File: src/rtl/mem_ftch_pkg.sv
// Fetch-result packet shared between the scheduler and the fetch stage.
package mem_ftch_pkg;

   typedef struct packed {
      logic [31:0] pc;
      logic [31:0] instr;
   } mem_ftch_pkt_t;

endpackage

File: src/rtl/mem_ftch_sched_pkg.sv
// Types and default sizing for the fetch/data memory scheduler.
package mem_ftch_sched_pkg;

   typedef enum logic {
      SRC_FTCH = 1'b0,
      SRC_DATA = 1'b1
   } src_e;

   // One outstanding read: who asked, whether a redirect killed it, and its pc.
   typedef struct packed {
      src_e        src;
      logic        squashed;
      logic [31:0] pc;
   } trk_entry_t;

   localparam int unsigned DEF_MAX_OUTST  = 4;
   localparam int unsigned DEF_MAX_STREAK = 3;

endpackage

File: src/rtl/mem_ftch_trk_fifo.sv
// In-order tracker of outstanding memory reads. Besides push/pop it can mark
// every stored entry of a given source as squashed in one cycle; the head seen
// by the consumer already includes a squash requested in the same cycle.
module mem_ftch_trk_fifo
   import mem_ftch_sched_pkg::*;
#(
   parameter int unsigned DEPTH = DEF_MAX_OUTST
) (
   input  logic                     clk,
   input  logic                     resetn,
   input  logic                     i_push,
   input  trk_entry_t               i_push_entry,
   input  logic                     i_pop,
   input  logic                     i_squash,
   input  src_e                     i_squash_src,
   output trk_entry_t               o_head,
   output logic                     o_empty,
   output logic [$clog2(DEPTH):0]   o_count
);

   localparam int unsigned PW = $clog2(DEPTH);
   localparam int unsigned CW = PW + 1;

   trk_entry_t        r_mem [DEPTH];
   logic [PW-1:0]     r_rd_ptr;
   logic [PW-1:0]     r_wr_ptr;
   logic [CW-1:0]     r_count;
   logic              w_full;
   logic              w_push;
   logic              w_pop;

   assign o_empty = (r_count == '0);
   assign w_full  = (r_count == CW'(DEPTH));
   assign w_push  = i_push & ~w_full;
   assign w_pop   = i_pop & ~o_empty;
   assign o_count = r_count;

   // Head entry, with a same-cycle squash folded in so a popped entry is dropped too.
   always_comb begin
      o_head = r_mem[r_rd_ptr];
      if (i_squash && (r_mem[r_rd_ptr].src == i_squash_src)) begin
         o_head.squashed = 1'b1;
      end
   end

   // Storage, pointers and occupancy; DEPTH is a power of two so pointers wrap freely.
   always_ff @(posedge clk or negedge resetn) begin
      if (!resetn) begin
         r_rd_ptr <= '0;
         r_wr_ptr <= '0;
         r_count  <= '0;
         for (int i = 0; i < DEPTH; i++) begin
            r_mem[i] <= '0;
         end
      end else begin
         if (i_squash) begin
            for (int i = 0; i < DEPTH; i++) begin
               if (r_mem[i].src == i_squash_src) begin
                  r_mem[i].squashed <= 1'b1;
               end
            end
         end
         if (w_push) begin
            r_mem[r_wr_ptr] <= i_push_entry;
            r_wr_ptr        <= r_wr_ptr + 1'b1;
         end
         if (w_pop) begin
            r_rd_ptr <= r_rd_ptr + 1'b1;
         end
         case ({w_push, w_pop})
            2'b10:   r_count <= r_count + 1'b1;
            2'b01:   r_count <= r_count - 1'b1;
            default: r_count <= r_count;
         endcase
      end
   end

endmodule

File: src/rtl/mem_ftch_sched.sv
// Shares the single-ported memory between fetch and the memory stage.
// Data wins by default; a bounded streak counter guarantees fetch progress.
// Reads are tracked in order so responses can be routed back by source, and
// fetches killed by a redirect are dropped when their data comes back.
module mem_ftch_sched
   import mem_ftch_sched_pkg::*;
   import mem_ftch_pkg::*;
#(
   parameter int unsigned MAX_OUTST  = DEF_MAX_OUTST,
   parameter int unsigned MAX_STREAK = DEF_MAX_STREAK
) (
   input  logic          clk,
   input  logic          resetn,
   input  logic          ftch_req_vld,
   input  logic [31:0]   ftch_req_pc,
   output logic          ftch_req_rdy,
   input  logic          ftch_flush,
   input  logic          dmem_req_vld,
   input  logic          dmem_req_we,
   input  logic [31:0]   dmem_req_addr,
   input  logic [31:0]   dmem_req_wdata,
   output logic          dmem_req_rdy,
   output logic          mem_req_vld,
   output logic          mem_req_we,
   output logic [31:0]   mem_req_addr,
   output logic [31:0]   mem_req_wdata,
   input  logic          mem_rsp_vld,
   input  logic [31:0]   mem_rsp_rdata,
   output logic          mem_ftch_vld,
   output mem_ftch_pkt_t mem_ftch_pkt,
   output logic          dmem_rsp_vld,
   output logic [31:0]   dmem_rsp_rdata,
   output logic          sched_err
);

   localparam int unsigned CW = $clog2(MAX_OUTST) + 1;
   localparam int unsigned SW = $clog2(MAX_STREAK + 1);

   logic [SW-1:0]  r_streak;
   logic           r_ftch_vld;
   mem_ftch_pkt_t  r_ftch_pkt;
   logic           r_drsp_vld;
   logic [31:0]    r_drsp_rdata;
   logic           r_sched_err;

   logic [CW-1:0]  w_trk_cnt;
   logic           w_trk_empty;
   trk_entry_t     w_head;
   trk_entry_t     w_push_entry;
   logic           w_push;
   logic           w_pop;
   logic           w_rd_room;
   logic           w_d_ok;
   logic           w_f_ok;
   logic           w_streak_hit;
   logic           w_f_gnt;
   logic           w_d_gnt;

   // Room is judged on the registered count only: a pop this cycle frees nothing yet.
   // Grants are qualified with resetn so every output reads 0 while reset is held.
   assign w_rd_room    = (w_trk_cnt < CW'(MAX_OUTST));
   assign w_d_ok       = resetn & dmem_req_vld & (dmem_req_we | w_rd_room);
   assign w_f_ok       = resetn & ftch_req_vld & ~ftch_flush & w_rd_room;
   assign w_streak_hit = (r_streak == SW'(MAX_STREAK));

   // A load blocked by a full tracker also blocks fetch (w_rd_room is shared),
   // so fetch can never overtake it.
   assign w_f_gnt = w_f_ok & (~w_d_ok | w_streak_hit);
   assign w_d_gnt = w_d_ok & ~w_f_gnt;

   assign ftch_req_rdy  = w_f_gnt;
   assign dmem_req_rdy  = w_d_gnt;
   assign mem_req_vld   = w_f_gnt | w_d_gnt;
   assign mem_req_we    = w_d_gnt & dmem_req_we;
   assign mem_req_addr  = w_d_gnt ? dmem_req_addr : (w_f_gnt ? ftch_req_pc : 32'h0);
   assign mem_req_wdata = w_d_gnt ? dmem_req_wdata : 32'h0;

   assign w_push = w_f_gnt | (w_d_gnt & ~dmem_req_we);
   assign w_pop  = mem_rsp_vld & ~w_trk_empty;

   // Tracker entry for the read being granted this cycle.
   always_comb begin
      w_push_entry          = '0;
      w_push_entry.src      = w_f_gnt ? SRC_FTCH : SRC_DATA;
      w_push_entry.squashed = 1'b0;
      w_push_entry.pc       = w_f_gnt ? ftch_req_pc : dmem_req_addr;
   end

   mem_ftch_trk_fifo #(
      .DEPTH (MAX_OUTST)
   ) u_trk (
      .clk          (clk),
      .resetn       (resetn),
      .i_push       (w_push),
      .i_push_entry (w_push_entry),
      .i_pop        (w_pop),
      .i_squash     (ftch_flush),
      .i_squash_src (SRC_FTCH),
      .o_head       (w_head),
      .o_empty      (w_trk_empty),
      .o_count      (w_trk_cnt)
   );

   // Count data wins while fetch waits; any fetch win or idle fetch clears it.
   always_ff @(posedge clk or negedge resetn) begin
      if (!resetn) begin
         r_streak <= '0;
      end else if (!ftch_req_vld || w_f_gnt) begin
         r_streak <= '0;
      end else if (w_d_gnt && !w_streak_hit) begin
         r_streak <= r_streak + 1'b1;
      end
   end

   // Route each popped response to fetch or data; squashed fetches vanish.
   always_ff @(posedge clk or negedge resetn) begin
      if (!resetn) begin
         r_ftch_vld   <= 1'b0;
         r_ftch_pkt   <= '0;
         r_drsp_vld   <= 1'b0;
         r_drsp_rdata <= '0;
      end else begin
         r_ftch_vld <= 1'b0;
         r_drsp_vld <= 1'b0;
         if (w_pop) begin
            if (w_head.src == SRC_DATA) begin
               r_drsp_vld   <= 1'b1;
               r_drsp_rdata <= mem_rsp_rdata;
            end else if (!w_head.squashed) begin
               r_ftch_vld       <= 1'b1;
               r_ftch_pkt.pc    <= w_head.pc;
               r_ftch_pkt.instr <= mem_rsp_rdata;
            end
         end
      end
   end

   // A response with nothing outstanding is a protocol error, held until reset.
   always_ff @(posedge clk or negedge resetn) begin
      if (!resetn) begin
         r_sched_err <= 1'b0;
      end else if (mem_rsp_vld && w_trk_empty) begin
         r_sched_err <= 1'b1;
      end
   end

   assign mem_ftch_vld   = r_ftch_vld;
   assign mem_ftch_pkt   = r_ftch_pkt;
   assign dmem_rsp_vld   = r_drsp_vld;
   assign dmem_rsp_rdata = r_drsp_rdata;
   assign sched_err      = r_sched_err;

endmodule
File: config.mk
export PLATFORM = sky130hd
export DESIGN_NAME = mem_ftch_sched
export DESIGN_NICKNAME = d
export VERILOG_FILES = /design/src/rtl/mem_ftch_pkg.sv /design/src/rtl/mem_ftch_sched_pkg.sv /design/src/rtl/mem_ftch_trk_fifo.sv /design/src/rtl/mem_ftch_sched.sv
export SDC_FILE = /design/constraint.sdc
export NUM_CORES = 1
export LEC_CHECK = 0
export BUFFER_PORTS_ARGS = -buffer_cell sky130_fd_sc_hd__buf_4
export CORE_AREA = 5 5 149 151
export DETAILED_ROUTE_END_ITERATION = 12
export DIE_AREA = 0 0 154 156
export PLACE_DENSITY = 0.85
export SETUP_SLACK_MARGIN = 0.15
export SLEW_MARGIN = 20
export SYNTH_ARGS = -nofsm -noshare
export SYNTH_HDL_FRONTEND = slang
export SYNTH_HIERARCHICAL = 1
export SYNTH_SLANG_ARGS = --single-unit
File: constraint.sdc
create_clock -name clk -period 8.26 [get_ports clk]
set_clock_uncertainty 0.2 [all_clocks]
set_input_delay 0.413 -clock clk [delete_from_list [all_inputs] [get_ports clk]]
set_output_delay 0.413 -clock clk [all_outputs]
set_load 0.005 [all_outputs]
==> flow_metrics.env, run 1 <==
export IMPL_worst_pin_slew_ns=0.957
export IMPL_synthDistinctLibCells=42
export IMPL_hold_viol_final=0
export IMPL_ios=302
export IMPL_synthCells=717
export IMPL_cts_hold_buf=35
export IMPL_clk_pin_slew_ns=0.06
export IMPL_ir_worst_vdd_mv=0.143
export IMPL_p_leak_nw=7.55
export IMPL_clkLatencyLatePin_ns=0.51
export IMPL_num_vias=7330
export IMPL_final_cell_mix="307 x buf_4, 242 x dfrtp_1, 144 x mux2_2, 116 x mux2_4, 35 x dlygate4sd3_1"
export IMPL_placed_area_mm2=0.0140
export IMPL_syn_area_mm2=0.0117
export IMPL_status="finished clean"
export IMPL_grt_max_degree=152
export IMPL_wl_per_cell_um=21.0
export IMPL_fp_row_count=53
export IMPL_fin_nets=1185
export IMPL_tns_ns=0
export IMPL_cts_sinks=244
export IMPL_drt_initial_drc_count=365
export IMPL_cp_startpoint="resetn"
export IMPL_synth_seq_cells=244
export IMPL_gp_congestion=0.837
export IMPL_die_area_mm2=0.0240
export IMPL_slew_headroom_pct=36.2
export IMPL_fmax_mhz=241
export IMPL_antenna_found_initial=0
export IMPL_worst_ep_arrival_time_ns=3.54
export IMPL_ff_latch_area_mm2=0.00611
export IMPL_cts_tree="done"
export IMPL_post_route_min_period_ns=4.16
export IMPL_grt_pass1_vias=8205
export IMPL_via_per_inst=5.48
export IMPL_grt_ovfl_total=0
export IMPL_timing_rr_start="u_trk/r_rd_ptr[1]"
export IMPL_seq_area_frac_synth_pct=52.0
export IMPL_ant_nets=0
export IMPL_critical_path_class="in2out"
export IMPL_synth_edf_count=0
export IMPL_fp_dieW_um=154
export IMPL_ys_flop_type="dfrtp_1"
export IMPL_io_buffers=301
export IMPL_synthArstFlopShare_pct=100
export IMPL_layout_commonest_cell="buf_4"
export IMPL_initial_core_util_pct=56.8
export IMPL_firstDrtPassIters=4
export IMPL_pre_cts_ws_ns=4.69
export IMPL_startpoint_type="input port"
export IMPL_critPathMaxFanout=97
export IMPL_maxSlewViolCount=0
export IMPL_multi_input_area_mm2=0.00518
export IMPL_cts_setup_buffers=0
export IMPL_final_cells=1337
export IMPL_drive_gt1_share_pct=62.0
export IMPL_dp_hpwl_um=18300
export IMPL_drcViolationCount=0
export IMPL_final_area_mm2=0.0152
export IMPL_n_fill_cell=1302
export IMPL_die_h_um=156
export IMPL_grt_pass1_wl_um=45000
export IMPL_core_area_mm2=0.0207
export IMPL_htreeDepth=1
export IMPL_fin_ws_ns=4.10
export IMPL_power_density_mw_per_mm2=339
export IMPL_cts_buffers=25
export IMPL_cap_violations=0
export IMPL_grt_setup_unrepaired="false"
export IMPL_root_buffer="clkbuf_16"
export IMPL_synth_warnings=6
export IMPL_area_delta_synth_final_pct=29.4
export IMPL_hp_start="ftch_flush"
export IMPL_dp_cells=1256
export IMPL_syn_area_per_cell_um2=16.4
export IMPL_final_setup_viol_count=0
export IMPL_clockBufferDepth=3
export IMPL_critPathCaptureType="output port"
export IMPL_grt_usage_pct=23.1
export IMPL_cts_resized=0
export IMPL_period_share_pct=50.3
export IMPL_antennaDiodeCount=0
export IMPL_wirelength_um=28000
export IMPL_required_ns=7.65
export IMPL_hold_class="in2reg"
worst paths after layout:
path | end | slack, ns | cells after the start
max | mem_req_addr[21] | 4.10 | 8
min | u_trk/r_mem[32] | 0.08 | 3
max reg2reg | mem_ftch_pkt[32] | 5.08 | 6
min reg2reg | sched_err | 0.27 | 1
max in group asynchronous | u_trk/r_mem[9] | 6.21 | 3
min in group asynchronous | u_trk/r_mem[123] | 0.34 | 2
worst max-delay path, cell delays in order:
cell	delay (ns)
dlygate4sd3_1	0.58
buf_8	0.54
nand2_2	0.21
o31ai_4	0.26
buf_4	0.50
inv_2	0.44
a22o_1	0.36
buf_4	0.14
registers in the layout, indices dropped and copies added, names as in the netlist:
register and cells:
dmem_rsp_rdata 32, dmem_rsp_vld 1, mem_ftch_pkt 64, mem_ftch_vld 1
r_streak 2, sched_err 1, u_trk/o_count 3, u_trk/r_mem 136
u_trk/r_rd_ptr 2, u_trk/r_wr_ptr 2
Yosys cell counts, types with 2 or more instances:
| master | n | area (um2) |
|---|---|---|
| a21oi_1 | 4 | 20.0 |
| nand2_1 | 5 | 18.8 |
| buf_1 | 2 | 7.51 |
| buf_4 | 14 | 105 |
| nand3_1 | 2 | 10.0 |
| clkbuf_1 | 4 | 15.0 |
| buf_12 | 12 | 240 |
| mux4_2 | 34 | 766 |
| xor2_1 | 3 | 26.3 |
| dfrtp_1 | 244 | 6110 |
| nor2b_1 | 2 | 12.5 |
| mux2i_1 | 7 | 70.1 |
| xnor2_1 | 8 | 70.1 |
| inv_1 | 7 | 26.3 |
| mux2_2 | 144 | 1620 |
| a21o_1 | 2 | 15.0 |
| buf_2 | 12 | 60.1 |
| ha_1 | 6 | 75.1 |
| and2_1 | 33 | 206 |
| nand3_4 | 4 | 70.1 |
| mux2_4 | 116 | 1740 |
| a22o_1 | 32 | 280 |
per-layer routing:
layer,GRT usage [%],wire [um],up-vias
met5,0,0,-
met4,5.42,517,0
met3,4.63,1770,34
met2,39.6,13700,278
met1,30.8,12000,3751
li1,-,-,3267
cell families after synthesis:
| family | Yosys count | share of synthesized area [%] |
|---|---|---|
| AO/OA/AOI/OAI | 42 | 3.10 |
| XOR/XNOR | 11 | 0.820 |
| adder cells (fa/ha/maj) | 7 | 0.810 |
| buffers and inverters | 54 | 4.04 |
| flip-flops | 244 | 52.0 |
| multiplexers | 302 | 35.8 |
| other | 1 | 0.0319 |
| AND/OR/NAND/NOR | 56 | 3.38 |
report_power, final:
| part | switching, mW | leakage [nW] | internal, mW |
|---|---|---|---|
| combinational | 0.614 | 4.14 | 1.28 |
| sequential | 0.379 | 2.99 | 1.74 |
| clock | 0.454 | 0.421 | 0.688 |
per-stage QoR:
stage / power, mW / util, % / hold slack (ns)
3_3_place_gp: 3.92 / 67.7 / 0.242
5_1_grt: 5.44 / 73.5 / 0.109
4_1_cts: 5.19 / 73.5 / 0.0641
6_report: 5.15 / 73.5 / 0.0816
3_5_place_dp: 4.00 / 67.7 / 0.267
2_1_floorplan: 3.30 / - / -0.0826
cell type report:
type	count	share of cell area [%]
clock buffer	34	4.60
inverter	8	0.198
tap	275	2.26
multi-input combinational	420	34.1
clock inverter	12	0.939
sequential	244	40.2
timing repair buffer	344	17.7
No activity file was read; power rests on OpenSTA's default activity.
==> run 2, diff against run 1 <==
- ABC_AREA: default -> 1
- CORE_AREA: 5 5 149 151 -> 5 5 162 164
- DIE_AREA: 0 0 154 156 -> 0 0 167 169
- PLACE_DENSITY: 0.85 -> 0.75
- clock period: 8.26 -> 3.8 ns (I/O delays scaled with it)
==> flow_metrics.env, run 2 <==
export IMPL_io_buffers=301
export IMPL_cpMostUsedCell="nand2_1"
export IMPL_tns_ns=0
export IMPL_core_area_mm2=0.0247
export IMPL_gp_congestion=0.879
export IMPL_fin_nets=1999
export IMPL_clk_pin_slew_ns=0.06
export IMPL_worst_pin_slew_ns=1.07
export IMPL_cpMaxStageDelayCell="dlygate4sd3_1"
export IMPL_cts_sinks=244
export IMPL_period_share_pct=84.8
export IMPL_wirelength_um=35600
export IMPL_drive_gt1_share_pct=19.8
export IMPL_wl_per_cell_um=16.1
export IMPL_cts_resized=0
export IMPL_dp_hpwl_um=22500
export IMPL_p_leak_nw=8.69
export IMPL_cts_hold_buf=100
export IMPL_grt_usage_pct=24.4
export IMPL_grt_setup_unrepaired="false"
export IMPL_largest_register_ffs=136
export IMPL_ys_top_cells_by_area="dfrtp_1 53%, nand2_1 22%, o21ai_0 5.9%"
export IMPL_synth_commonest_cells="675 x nand2_1, 244 x dfrtp_1, 135 x o21ai_0, 120 x nor2_1, 87 x inv_1"
export IMPL_fmax_mhz=310
export IMPL_placed_area_mm2=0.0139
export IMPL_drcViolationCount=0
export IMPL_num_vias=11200
export IMPL_synth_seq_cells=244
export IMPL_final_cells=2204
export IMPL_ant_nets=0
export IMPL_grt_pass1_wl_um=57000
export IMPL_ir_worst_vdd_mv=0.352
export IMPL_dp_cells=2060
export IMPL_critical_path_class="in2reg"
export IMPL_power_density_mw_per_mm2=704
export IMPL_final_area_mm2=0.0156
export IMPL_drt_initial_drc_count=1106
export IMPL_cts_setup_buffers=0
export IMPL_slew_headroom_pct=28.6
export IMPL_synth_most_common_cell="nand2_1"
export IMPL_antenna_found_initial=0
export IMPL_grt_max_degree=73
export IMPL_via_per_inst=5.10
export IMPL_initial_core_util_pct=46.6
export IMPL_antennaDiodeCount=0
export IMPL_area_delta_synth_final_pct=35.5
export IMPL_worst_ep_arrival_time_ns=3.47
export IMPL_synth_area_leader_cell="dfrtp_1"
export IMPL_clkLatencyLatePin_ns=0.51
export IMPL_synthCells=1493
export IMPL_ys_flop_type="dfrtp_1"
export IMPL_n_fill_cell=2090
export IMPL_required_ns=4.04
export IMPL_post_route_min_period_ns=3.22
export IMPL_critPathMaxFanout=60
export IMPL_hold_viol_final=0
export IMPL_clockBufferDepth=3
export IMPL_firstDrtPassIters=8
export IMPL_hold_class="in2async"
export IMPL_critPathCaptureType="flip-flop"
export IMPL_ios=302
export IMPL_top_register="u_trk/r_mem"
export IMPL_synth_top_cell_area_share_pct=52.9
export IMPL_die_area_mm2=0.0282
export IMPL_final_cell_mix="674 x nand2_1, 314 x buf_4, 243 x dfrtp_1, 135 x o21ai_0, 120 x nor2_1"
export IMPL_fp_row_count=58
export IMPL_crit_chain="dlygate4sd3_1 -> buf_8 -> nand2_1 -> nor2_4 -> nand2_2 -> o21ai_1 -> buf_4 -> nand3_4 -> inv_4 -> nand2_1 -> nand2_1"
export IMPL_startpoint_type="input port"
export IMPL_cts_tree="done"
export IMPL_synth_edf_count=0
export IMPL_synthDistinctLibCells=31
export IMPL_max_stage_delay_ns=0.57
export IMPL_syn_area_per_cell_um2=7.73
export IMPL_grt_ovfl_total=0
export IMPL_seq_area_frac_synth_pct=52.9
export IMPL_cap_violations=0
export IMPL_grt_pass1_vias=11200
export IMPL_cts_buffers=25
export IMPL_status="finished clean"
export IMPL_htreeDepth=1
export IMPL_maxSlewViolCount=0
export IMPL_syn_area_mm2=0.0115
export IMPL_fp_dieW_um=167
export IMPL_die_h_um=169
export IMPL_synthArstFlopShare_pct=100
export IMPL_synth_warnings=6
export IMPL_root_buffer="clkbuf_16"
export IMPL_layout_commonest_cell="nand2_1"
export IMPL_final_setup_viol_count=0
[run 2: cell count changes after synthesis, moves of 80 or more]
cell,delta
inv_1,+80
mux2_2,-144
mux2_4,-116
nand2_1,+670
nor2_1,+119
o21ai_0,+134
[run 2: path summary, 6_finish.rpt]
kind	depth (start not counted)	slack [ns]	end	start
min in group clk	5	0.01	u_trk/r_mem[133]	ftch_req_pc[31]
max	11	0.58	u_trk/r_mem[4]	resetn
max reg2reg	13	0.79	u_trk/o_count[2]	r_streak[0]
max in group asynchronous	3	2.08	u_trk/r_rd_ptr[0]	resetn
min reg2reg	1	0.27	sched_err	sched_err
min	2	0.008	mem_ftch_pkt[27]	resetn
[run 2: kinds of logic after synthesis]
family / count (synthesis) / share of synthesized area [%]
xor+xnor: 4 / 0.304
fa+ha+maj: 7 / 0.824
simple gates: 881 / 30.3
buf+inv: 181 / 7.61
compound gates: 175 / 8.02
other cells: 1 / 0.0325
flops: 244 / 52.9
[run 2: worst max-delay path: cells and delay by family]
family	cells	cell delay, ns
buffers and inverters	4	1.72
AND/OR/NAND/NOR	6	1.27
AO/OA/AOI/OAI	1	0.18
[run 2: per-stage QoR]
| step | hold WS [ns] | total power [mW] | util [%] | setup slack [ns] |
|---|---|---|---|---|
| finish | 0.00773 | 11.0 | 63.2 | 0.579 |
| global placement | -0.0446 | 8.41 | 56.1 | 0.721 |
| global route | 0.0525 | 11.8 | 63.2 | 0.320 |
| floorplan | -0.306 | 6.82 | - | 0.969 |
| detailed placement | -0.0507 | 8.56 | 56.1 | 0.690 |
| CTS | 0.00283 | 11.0 | 63.2 | 0.585 |
[run 2: per-layer routing]
| metal | up-vias | global-route usage, % | share of wire (%) |
|---|---|---|---|
| li1 | 5371 | - | - |
| met1 | 5282 | 33.0 | 42 |
| met2 | 532 | 40.6 | 47 |
| met3 | 61 | 4.72 | 8.9 |
| met4 | 0 | 6.94 | 2.2 |
| met5 | - | 0 | 0 |
[run 2: power by group]
group	internal, mW	switching (mW)	total, mW
logic	1.83	2.38	4.21
clock network	1.34	0.980	2.32
registers	3.76	0.717	4.47
total	6.93	4.07	11.0
[run 2: layout make-up]
class,count,area [um2],share of cell area [%]
clock inverter,7,66.3,0.424
tap,330,413,2.64
inverter,95,367,2.34
clock buffer,37,701,4.48
timing repair buffer,416,3390,21.7
multi-input combinational,1075,4590,29.4
sequential,244,6110,39.1
==> run 3, diff against run 2 <==
- clock period: 3.8 -> 2.7 ns (I/O delays scaled with it)
==> flow_metrics.env, run 3 (synthesized netlist as in run 2, its figures left out) <==
export IMPL_tns_ns=0
export IMPL_fp_dieW_um=167
export IMPL_p_leak_nw=8.82
export IMPL_layout_commonest_cell="nand2_1"
export IMPL_slew_headroom_pct=35.0
export IMPL_grt_pass1_vias=11700
export IMPL_gp_congestion=0.894
export IMPL_status="finished clean"
export IMPL_htreeDepth=1
export IMPL_final_util_pct=64.4
export IMPL_clockBufferDepth=3
export IMPL_critPathCaptureType="output port"
export IMPL_startpoint_type="flip-flop"
export IMPL_dp_hpwl_um=22700
export IMPL_dp_cells=2072
export IMPL_pre_cts_ws_ns=0.282
export IMPL_post_route_min_period_ns=2.43
export IMPL_clkLatencyLatePin_ns=0.52
export IMPL_fmax_mhz=412
export IMPL_multi_input_area_mm2=0.00463
export IMPL_grt_ovfl_total=0
export IMPL_drive_gt1_share_pct=20.7
export IMPL_p_comb_share_pct=39.3
export IMPL_worst_ep_arrival_time_ns=2.09
export IMPL_cts_tree="done"
export IMPL_ant_nets=0
export IMPL_ios=302
export IMPL_drcViolationCount=0
export IMPL_fin_ws_ns=0.271
export IMPL_grt_pass1_wl_um=59500
export IMPL_antenna_found_initial=0
export IMPL_fin_nets=2019
export IMPL_die_area_mm2=0.0282
export IMPL_num_vias=11400
export IMPL_hold_worst_slack_ns=0.157
export IMPL_hold_viol_final=0
export IMPL_die_h_um=169
export IMPL_final_cell_mix="673 x nand2_1, 322 x buf_4, 243 x dfrtp_1, 134 x o21ai_0, 120 x nor2_1"
export IMPL_critPathMaxFanout=34
export IMPL_grt_usage_pct=25.4
export IMPL_drt_initial_drc_count=1216
export IMPL_io_buffers=301
export IMPL_clockPowerShare_pct=21.0
export IMPL_n_fill_cell=2015
export IMPL_required_ns=2.37
export IMPL_antennaDiodeCount=0
export IMPL_cts_sinks=244
export IMPL_largest_register_ffs=136
export IMPL_top_register="u_trk/r_mem"
export IMPL_area_delta_synth_final_pct=38.1
export IMPL_switching_share_pct=37.0
export IMPL_core_area_mm2=0.0247
export IMPL_firstDrtPassIters=5
export IMPL_p_switching_mw=5.80
export IMPL_hold_class="in2reg"
export IMPL_wl_per_cell_um=16.6
export IMPL_ir_worst_vdd_mv=0.520
export IMPL_p_int_mw=9.89
export IMPL_via_per_inst=5.15
export IMPL_ff_latch_area_mm2=0.00611
export IMPL_power_density_mw_per_mm2=984
export IMPL_wirelength_um=36800
export IMPL_fp_row_count=58
export IMPL_clk_pin_slew_ns=0.06
export IMPL_final_cells=2223
export IMPL_grt_setup_unrepaired="true"
export IMPL_period_share_pct=90.0
export IMPL_cts_buffers=25
export IMPL_worst_pin_slew_ns=0.975
export IMPL_critical_path_class="reg2out"
export IMPL_cap_violations=0
export IMPL_initial_core_util_pct=46.6
export IMPL_root_buffer="clkbuf_16"
export IMPL_final_setup_viol_count=0
export IMPL_p_seq_share_pct=39.7
export IMPL_maxSlewViolCount=0
export IMPL_grt_max_degree=169
-- run 3: final timing paths --
path | start | to | slack [ns] | cells after the start
hold reg to reg | sched_err | sched_err | 0.27 | 1
max in group asynchronous | resetn | mem_ftch_pkt[24] | 0.59 | 4
min in group asynchronous | resetn | u_trk/o_count[2] | 0.30 | 3
hold / removal | resetn | u_trk/r_wr_ptr[0] | 0.16 | 7
setup reg to reg | u_trk/o_count[2] | u_trk/r_mem[16] | 0.29 | 9
setup / recovery | u_trk/o_count[2] | mem_req_wdata[27] | 0.27 | 9
-- run 3: through the flow --
step           power (mW)  instance area (um2)
2_1_floorplan        9.61                11600
6_report             15.7                15900
5_1_grt              16.8                15900
3_3_place_gp         11.9                14000
3_5_place_dp         12.1                14000
4_1_cts              15.7                15900
-- run 3: final cells by class --
class | count | share of cell area [%]
repair buffers | 436 | 22.9
well taps | 330 | 2.59
inverters | 95 | 2.40
multi-input cells | 1075 | 29.0
clock buffers | 38 | 4.48
flip-flops and latches | 244 | 38.3
clock inverters | 5 | 0.353
-- run 3: routing by layer --
metal	share of wire (%)	wire [um]	GRT usage (%)	up-vias
met5	0	0	0	-
met4	3.1	1120	8.57	0
met3	8.6	3170	5.37	63
met2	47	17300	42.4	553
met1	41	15300	33.2	5409
li1	-	-	-	5417
-- run 3: critical path: stages (launching register included) --
cell and delay (ns):
dfrtp_1 0.44, inv_1 0.08, nand2_1 0.09, nor2_4 0.18, nand2_8 0.11, buf_16 0.15
nand2_2 0.05, buf_6 0.24, nor2_1 0.09, buf_4 0.15
-- run 3: power groups by stage --
stage / registers (mW) / logic (mW) / clock network (mW)
after detailed placement: 6.24 / 5.89 / 0
after global routing: 6.42 / 6.89 / 3.51
after global placement: 6.20 / 5.72 / 0
final: 6.24 / 6.16 / 3.29
after CTS: 6.21 / 6.09 / 3.37
after floorplan: 6.08 / 3.53 / 0
-- run 3: what timing repair did --
action	CTS	global route
setup buffers	0	3
setup endpoints to repair	66	163
hold buffers	103	0
resized for setup	4	16
hold endpoints to repair	280	0
cloned	1	1
